--- config.mk ---
export PLATFORM = sky130hd
export DESIGN_NAME = alu_rr_arbiter
export DESIGN_NICKNAME = d
export VERILOG_FILES = /design/src/rtl/alu_rr_arbiter.sv
export SDC_FILE = /design/constraint.sdc
export NUM_CORES = 1
export LEC_CHECK = 0
export CELL_PAD_IN_SITES_DETAIL_PLACEMENT = 1
export CELL_PAD_IN_SITES_GLOBAL_PLACEMENT = 1
export CORE_AREA = 2 2 52 103
export CTS_CLUSTER_DIAMETER = 120
export CTS_CLUSTER_SIZE = 28
export DETAILED_ROUTE_END_ITERATION = 7
export DIE_AREA = 0 0 54 105
export PLACE_DENSITY = 0.68
export SETUP_SLACK_MARGIN = 0.4
export SYNTH_ARGS = -nofsm -noshare
export SYNTH_HDL_FRONTEND = slang
export SYNTH_SLANG_ARGS = --single-unit
--- constraint.sdc ---
create_clock -name clk -period 2.8 [get_ports clk]
set_input_delay 0.42 -clock clk [delete_from_list [all_inputs] [get_ports clk]]
set_output_delay 0.42 -clock clk [all_outputs]
set_load 0.05 [all_outputs]
--- src/rtl/alu_rr_arbiter.sv ---
// Round-robin arbiter sharing one W-bit ALU between two valid/ready requesters.
// Define ALU_ARB_FLAGS_EN to add registered resp_zero / resp_cout outputs.
module alu_rr_arbiter #(
  parameter int W = 5
) (
  input  logic         clk,
  input  logic         reset,
  input  logic         req0_valid,
  output logic         req0_ready,
  input  logic [W-1:0] req0_a,
  input  logic [W-1:0] req0_b,
  input  logic [2:0]   req0_op,
  input  logic         req1_valid,
  output logic         req1_ready,
  input  logic [W-1:0] req1_a,
  input  logic [W-1:0] req1_b,
  input  logic [2:0]   req1_op,
  output logic         resp0_valid,
  input  logic         resp0_ready,
  output logic         resp1_valid,
  input  logic         resp1_ready,
  output logic [W-1:0] resp_data,
`ifdef ALU_ARB_FLAGS_EN
  output logic         resp_zero,
  output logic         resp_cout,
`endif
  output logic         busy
);

  typedef enum logic [1:0] {
    IDLE = 2'd0,
    EXEC = 2'd1,
    RESP = 2'd2
  } state_e;

  state_e       state_q;
  logic [W-1:0] op_a_q;
  logic [W-1:0] op_b_q;
  logic [2:0]   op_code_q;
  logic         owner_q;
  logic         last_grant_q;
  logic [W-1:0] resp_data_q;
  logic         resp0_valid_q;
  logic         resp1_valid_q;
  logic         busy_q;

  logic         any_v;
  logic         gnt;
  logic         idle;
  logic         accept;
  logic         resp_rdy;
  logic [W-1:0] alu_res;

  assign idle  = (state_q == IDLE);
  assign any_v = req0_valid | req1_valid;

  // Tie goes to whoever did not win last time.
  always_comb begin
    gnt = 1'b0;
    unique case (1'b1)
      (req0_valid && req1_valid): gnt = ~last_grant_q;
      (req1_valid && !req0_valid): gnt = 1'b1;
      default: gnt = 1'b0;
    endcase
  end

  assign req0_ready = idle && any_v && !gnt;
  assign req1_ready = idle && any_v && gnt;
  assign accept     = (req0_valid && req0_ready)
                   || (req1_valid && req1_ready);
  assign resp_rdy   = owner_q ? resp1_ready : resp0_ready;

  always_comb begin
    alu_res = '0;
    case (op_code_q)
      3'b000:  alu_res = op_a_q + op_b_q;
      3'b001:  alu_res = op_a_q - op_b_q;
      3'b010:  alu_res = op_a_q | op_b_q;
      3'b011:  alu_res = op_a_q & op_b_q;
      default: alu_res = '0;
    endcase
  end

`ifdef ALU_ARB_FLAGS_EN
  logic alu_cout;
  logic zero_q;
  logic cout_q;

  // A wrapped sum is smaller than either addend.
  always_comb begin
    alu_cout = 1'b0;
    case (op_code_q)
      3'b000:  alu_cout = (alu_res < op_a_q);
      3'b001:  alu_cout = (op_a_q < op_b_q);
      default: alu_cout = 1'b0;
    endcase
  end

  always_ff @(posedge clk or posedge reset) begin
    if (reset) begin
      zero_q <= 1'b0;
      cout_q <= 1'b0;
    end else if (state_q == EXEC) begin
      zero_q <= (alu_res == '0);
      cout_q <= alu_cout;
    end
  end

  assign resp_zero = zero_q;
  assign resp_cout = cout_q;
`endif

  always_ff @(posedge clk or posedge reset) begin
    if (reset) begin
      state_q       <= IDLE;
      op_a_q        <= '0;
      op_b_q        <= '0;
      op_code_q     <= '0;
      owner_q       <= 1'b0;
      last_grant_q  <= 1'b1;
      resp_data_q   <= '0;
      resp0_valid_q <= 1'b0;
      resp1_valid_q <= 1'b0;
      busy_q        <= 1'b0;
    end else begin
      unique case (state_q)
        IDLE: begin
          if (accept) begin
            state_q      <= EXEC;
            op_a_q       <= gnt ? req1_a : req0_a;
            op_b_q       <= gnt ? req1_b : req0_b;
            op_code_q    <= gnt ? req1_op : req0_op;
            owner_q      <= gnt;
            last_grant_q <= gnt;
            busy_q       <= 1'b1;
          end
        end
        EXEC: begin
          state_q       <= RESP;
          resp_data_q   <= alu_res;
          resp0_valid_q <= !owner_q;
          resp1_valid_q <= owner_q;
        end
        RESP: begin
          if (resp_rdy) begin
            state_q       <= IDLE;
            resp0_valid_q <= 1'b0;
            resp1_valid_q <= 1'b0;
            busy_q        <= 1'b0;
          end
        end
        default: begin
          state_q       <= IDLE;
          resp0_valid_q <= 1'b0;
          resp1_valid_q <= 1'b0;
          busy_q        <= 1'b0;
        end
      endcase
    end
  end

  assign resp_data   = resp_data_q;
  assign resp0_valid = resp0_valid_q;
  assign resp1_valid = resp1_valid_q;
  assign busy        = busy_q;

endmodule

Word-level counts from Yosys, hierarchy flattened
Cells that the tools add are included.
{ "totals": {"word_cells": 56, "ff_bits": 25} }
{ "op_classes": {"eq_ne": 7, "n_reduce_logical": 17, "n_bitwise": 6, "n_mux": 14, "addsub": 2} }
{ "ops": {"columns": ["op", "count"], "rows": [
  ["case mux 5 bit (4 select lines)", 1],
  ["2-to-1 mux 5 bit", 2],
  ["case mux 1 bit (3 select lines)", 3],
  ["logical AND 1 bit", 7],
  ["== test 3 x 2 -> 1 bit (second input constant)", 2],
  ["case mux 2 bit (3 select lines)", 1],
  ["AND reduction 2 bit", 3],
  ["adder 5 bit", 1],
  ["bitwise AND 5 bit", 1],
  ["bitwise OR 5 bit", 1],
  ["subtractor 5 bit", 1],
  ["2-to-1 mux 2 bit", 2],
  ["== test 3 x 1 -> 1 bit (second input constant)", 1],
  ["zero test 1 bit", 3],
  ["zero test 3 bit", 1],
  ["2-to-1 mux 1 bit", 3],
  ["2-to-1 mux 3 bit", 1],
  ["inverter 1 bit", 3],
  ["AND reduction 3 bit", 1],
  ["== test 2 x 1 -> 1 bit (second input constant)", 1],
  ["== test 2 bit (second input constant)", 1],
  ["zero test 2 bit", 1],
  ["!= test 2 x 1 -> 1 bit (second input constant)", 1],
  ["!= test 2 bit (second input constant)", 1],
  ["other kinds (3)", 3]
]} }

Depth between registers and ports, before layout
{ "depth": {"depth_word": 9, "depth_mapped": 10, "ltp_nobuf": 10} }

Worst setup path before layout
OpenSTA, ideal clock, no wires.
{ "synth_timing": {"kind": "register to register", "start": "register op_code_q[1]", "end": "register resp_data_q[4], in the netlist resp_data[4]", "arrival_ns": 1.986, "required_time_ns": 2.676, "setup_time_ns": 0.124, "path_slack_ns": 0.690, "path_buffers": 1, "stages_incl_launch_ff": 10, "cell_sequence": "dfrtp_1 > buf_2 > nor3b_2 > mux2_2 > fa_1 > nor2b_1 > o21ai_1 > nand2b_1 > and3_1 > nor3_1"} }
{ "synth_between": {"elab_chain_len": 2, "word_cells_on_any_way": 5, "classes_between": "eq/ne (3); mux (1); reduce/logical (1)"} }
{ "synth_lines": {"columns": ["element", "line", "text"], "rows": [
  ["start: declaration", "39", "logic [2:0] op_code_q;"],
  ["start signal: assignment", "132", "op_code_q <= gnt ? req1_op : req0_op;"],
  ["== test 3 x 2 -> 1 bit, or another cell as far along", "75", "case (op_code_q)"],
  ["case mux 5 bit (4 select lines) *", "75", null],
  ["end signal: assignment", "140", "resp_data_q <= alu_res;"],
  ["end: declaration", "42", "logic [W-1:0] resp_data_q;"]
]} }
Every way passes the cells marked *; elsewhere a longest branch is shown, timed or not.
A chain may end at the register's enable or synchronous reset.

Worst setup path after layout
{ "layout_timing": {"start": "register op_code_q[1]", "end": "register resp_data_q[3], in the netlist resp_data[3]"} }
Same word-level chain as after synthesis.

==> reports/qor.txt <==
CRITICAL PATH
-----------------------------------------------------------------------------------------------------
Endpoint required time on the critical path                                                   2.99 ns
Number of cell instances on the worst register-to-register path                                     8
Crit Path Category                                                                       register to register
Highest net fanout along the worst path                                                            10
Arrival time of the worst setup path                                                          2.43 ns
CP startpoint kind                                                                           register
Element type at the critical path end                                                        register

PLACEMENT
-----------------------------------------------------------------------------------------------------
HPWL reported at the end of detailed placement                                                3210 um
Count of input and output buffers                                                                  41
Routability-driven placement congestion ratio                                                   0.853
Number of placed instances, taps included                                                         243

YOSYS
-----------------------------------------------------------------------------------------------------
Post-synthesis share of cell area spent on full adders, half adders and majority gates         0.0755
Main flop type after synthesis                                                           sky130_fd_sc_hd__dfrtp_1
Top area cells in the synthesized netlist                                                sky130_fd_sc_hd__dfrtp_1 42%, sky130_fd_sc_hd__a222oi_1 9.1%, sky130_fd_sc_hd__ha_1 6.1%
Mean area per synthesized cell                                                              9.63 um^2
Number of nets in the synthesized netlist                                                         188
Synthesis warning total                                                                             0
Proportion of netlist area held by the largest area contributor                                 0.421
Post-synthesis register bit count                                                                  25
Number of enable flip-flop cells after synthesis                                                    0
Cell count after synthesis                                                                        148
Area of the mapped netlist                                                               0.00143 mm^2
Leading area contributor after synthesis                                                 sky130_fd_sc_hd__dfrtp_1
Share of synthesized cell area in and, or, nand and nor gates                                   0.126
Share of synthesized area spent on multiplexers                                                0.0299
Area fraction in compound gates after synthesis                                                 0.206
Sequential fraction of the synthesis area                                                       0.440
Asr flop ratio synth                                                                             1.00
Combinational family with the most area after synthesis                                  compound AO/OA/AOI/OAI gates
Top-count cell post-synth                                                                sky130_fd_sc_hd__dfrtp_1
Netlist cell types                                                                                 31
Post-synthesis xor/xnor area fraction                                                          0.0369
Most numerous cell types in the synthesized netlist                                      24 x sky130_fd_sc_hd__dfrtp_1, 23 x sky130_fd_sc_hd__inv_1, 13 x sky130_fd_sc_hd__a222oi_1, 13 x sky130_fd_sc_hd__nand2_1, 9 x sky130_fd_sc_hd__nor2_1

STA
-----------------------------------------------------------------------------------------------------
Period utilisation layout                                                                       0.803
Final count of negative-setup-slack endpoints                                                       0
Max-slew violation total from the final report                                                      0
Post-route minimum period                                                                     2.25 ns
Pin slew with the least headroom to its limit                                                0.681 ns
Hold Vio Cnt, Final                                                                                 0
Setup TNS after final layout                                                                     0 ns
Headroom to the max-slew limit                                                                  0.546
Unrepaired setup endpoints after global routing                                                    no
Max Clk Rate                                                                                  445 MHz
Clk_skew                                                                                   0.00403 ns

CLOCK NETWORK
-----------------------------------------------------------------------------------------------------
Number of post-CTS setup repair buffers                                                             0
Clock root buffer master                                                                 sky130_fd_sc_hd__clkbuf_8
CTS Sinks                                                                                          25
Worst-Skew Late Latency                                                                       0.27 ns
Number of buffers inserted for hold repair after clock tree synthesis                               0
TritonCTS buffer count                                                                              3
Clock transition at the registers of the reported paths                                       0.09 ns
CTS tree                                                                                         done
Number of levels the H-tree was split into                                                          1
Bufs on Longest Clock Path                                                                          2

PWR
-----------------------------------------------------------------------------------------------------
Leakage component of the power                                                               0.915 nW
Sequential fraction of design power                                                             0.304
Cell internal power dissipation                                                               1.33 mW
Portion of total power attributed to the clock network                                          0.089
IR Drop Worst-Case VDD                                                                         609 uV
Switching Share                                                                                 0.471
Switching power summed over all nets                                                          1.18 mW
Areal power density over the cells                                                       1280 mW/mm^2
Proportion of power drawn by combinational gates                                                0.607

GLOBAL ROUTING
-----------------------------------------------------------------------------------------------------
Number of antenna violations at the first check in global routing                                   0
Final global-route overflow total                                                                   0
First-pass GRT wire length                                                                    6820 um
Number of global-route vias before repair                                                        1395
Maximum number of pins on one net before global-route repair                                       26
All-layer global routing usage                                                                  0.165

FINAL LAYOUT
-----------------------------------------------------------------------------------------------------
Post-layout net count                                                                             231
Fraction of layout instances using a drive strength above 1                                    0.0895
P&R area growth vs syn                                                                          38.0%
Final non-filler cell total                                                                       247
# diodes                                                                                            0

DETAILED ROUTING
-----------------------------------------------------------------------------------------------------
Detailed-router iteration count before antenna repair                                               4
Via count                                                                                        1258
Vias per cell                                                                                    5.09
Wire length per cell                                                                          16.5 um
Number of routed nets with antenna violations                                                       0
Detailed Route Iter0 Violations                                                                    39
Number of remaining DRC errors                                                                      0
Final wirelength                                                                              4080 um

DIE
-----------------------------------------------------------------------------------------------------
Initial core utilization                                                                        0.293
Core region area                                                                         0.00486 mm^2
I/O pin total                                                                                      42
Full die area                                                                            0.00567 mm^2
Horizontal extent of the die                                                                    54 um
Placement row count                                                                                36
Die Y-Extent                                                                                   105 um

HOLD PATH
-----------------------------------------------------------------------------------------------------
Path type of the worst min-delay path                                                    primary input to asynchronous set/reset pin

OUTCOME
-----------------------------------------------------------------------------------------------------
Run status                                                                               finished, final reports clean

RUN
-----------------------------------------------------------------------------------------------------
MaxCap Viol Count                                                                                   0

final timing paths:
path	end	slack [ns]	start
worst min register to register	resp_data[1]	0.50	resp_data[1]
max in group asynchronous	last_grant_q	2.01	reset
worst max-delay path	resp_data[3]	0.55	op_code_q[1]
worst min-delay path	owner_q	0.50	reset
worst max register to register	resp_data[3]	0.55	op_code_q[1]
min in group clk	resp_data[1]	0.50	resp_data[1]
layer usage:
metal | track usage | up-vias | part of all wire
met4 | 0.0643 | 0 | 0.015
met3 | 0.0186 | 4 | 0.018
met2 | 0.314 | 15 | 0.61
met5 | 0 | - | 0
met1 | 0.167 | 638 | 0.36
li1 | - | 601 | -
power groups by stage:
stage                     Clock, mW  Sequential, mW  Combinational (mW)
after floorplan                   0           0.849               0.971
after global placement            0           0.752                1.46
after detailed placement          0           0.768                1.53
after CTS                     0.227           0.761                1.54
after global routing          0.246           0.797                1.71
final                         0.224           0.762                1.52
cell type report:
cell class                 instances  area (um^2)
fill                             579         2900
tap                               57         71.3
sequential                        25          629
inverter                          23         86.3
multi-input combinational         94          682
timing repair buffer              44          453
clock buffer                       4         45.0
metrics by stage:
stage                     power (mW)  setup slack (ns)  instance area [um^2]  hold WS (ns)  utilization
after global routing            2.76             0.441                  1970         0.524        0.404
after floorplan                 1.82             0.690                  1430         0.447            -
after CTS                       2.53             0.473                  1960         0.504        0.403
after global placement          2.21             0.632                  1910         0.463        0.393
final                           2.51             0.551                  1970         0.496        0.404
after detailed placement        2.30             0.515                  1910         0.483        0.393
critical path: stages (launching register included):
cell                      delay [ns]
sky130_fd_sc_hd__dfrtp_2        0.49
sky130_fd_sc_hd__nor3b_4        0.28
sky130_fd_sc_hd__mux2_2         0.40
sky130_fd_sc_hd__inv_1          0.08
sky130_fd_sc_hd__ha_1           0.22
sky130_fd_sc_hd__a21o_1         0.17
sky130_fd_sc_hd__a21oi_1        0.19
sky130_fd_sc_hd__xor2_1         0.11
sky130_fd_sc_hd__o31ai_1        0.23
what timing repair did:
action | CTS | global route
setup endpoints to repair | 0 | 2
resized for setup | 0 | 3
hold endpoints to repair | 0 | 0
flip-flops by register name (all words and copies together) (netlist names), 2 cells and up:
signal and flops:
op_b_q 5, state_q 2, op_a_q 5, op_code_q 3, resp_data 5
cells by family after synthesis:
family | Yosys count
buf+inv | 29
simple gates | 36
fa+ha+maj | 8
xor+xnor | 6
compound gates | 40
flops | 25
mux | 4
placed cells by master, fill, tap and decap left out, types with 2 or more instances in the layout:
cell and count:
sky130_fd_sc_hd__clkdlybuf4s50_1 39, sky130_fd_sc_hd__inv_1 23, sky130_fd_sc_hd__dfrtp_1 22, sky130_fd_sc_hd__nand2_1 13, sky130_fd_sc_hd__a222oi_1 13, sky130_fd_sc_hd__nor2_1 9, sky130_fd_sc_hd__o21ai_0 8, sky130_fd_sc_hd__ha_1 7
sky130_fd_sc_hd__a21oi_1 6, sky130_fd_sc_hd__a21o_1 4, sky130_fd_sc_hd__nand2b_1 3, sky130_fd_sc_hd__xor2_1 3, sky130_fd_sc_hd__o21ai_1 3, sky130_fd_sc_hd__xnor2_1 3, sky130_fd_sc_hd__clkbuf_8 3, sky130_fd_sc_hd__buf_4 3
sky130_fd_sc_hd__o31ai_1 2, sky130_fd_sc_hd__and3_1 2, sky130_fd_sc_hd__mux2_2 2, sky130_fd_sc_hd__a22o_1 2, sky130_fd_sc_hd__nor3_1 2, sky130_fd_sc_hd__nor2b_1 2, sky130_fd_sc_hd__mux2i_1 2, sky130_fd_sc_hd__dfrtp_2 2
sky130_fd_sc_hd__buf_12 2
(Power assumes the default switching activity.)
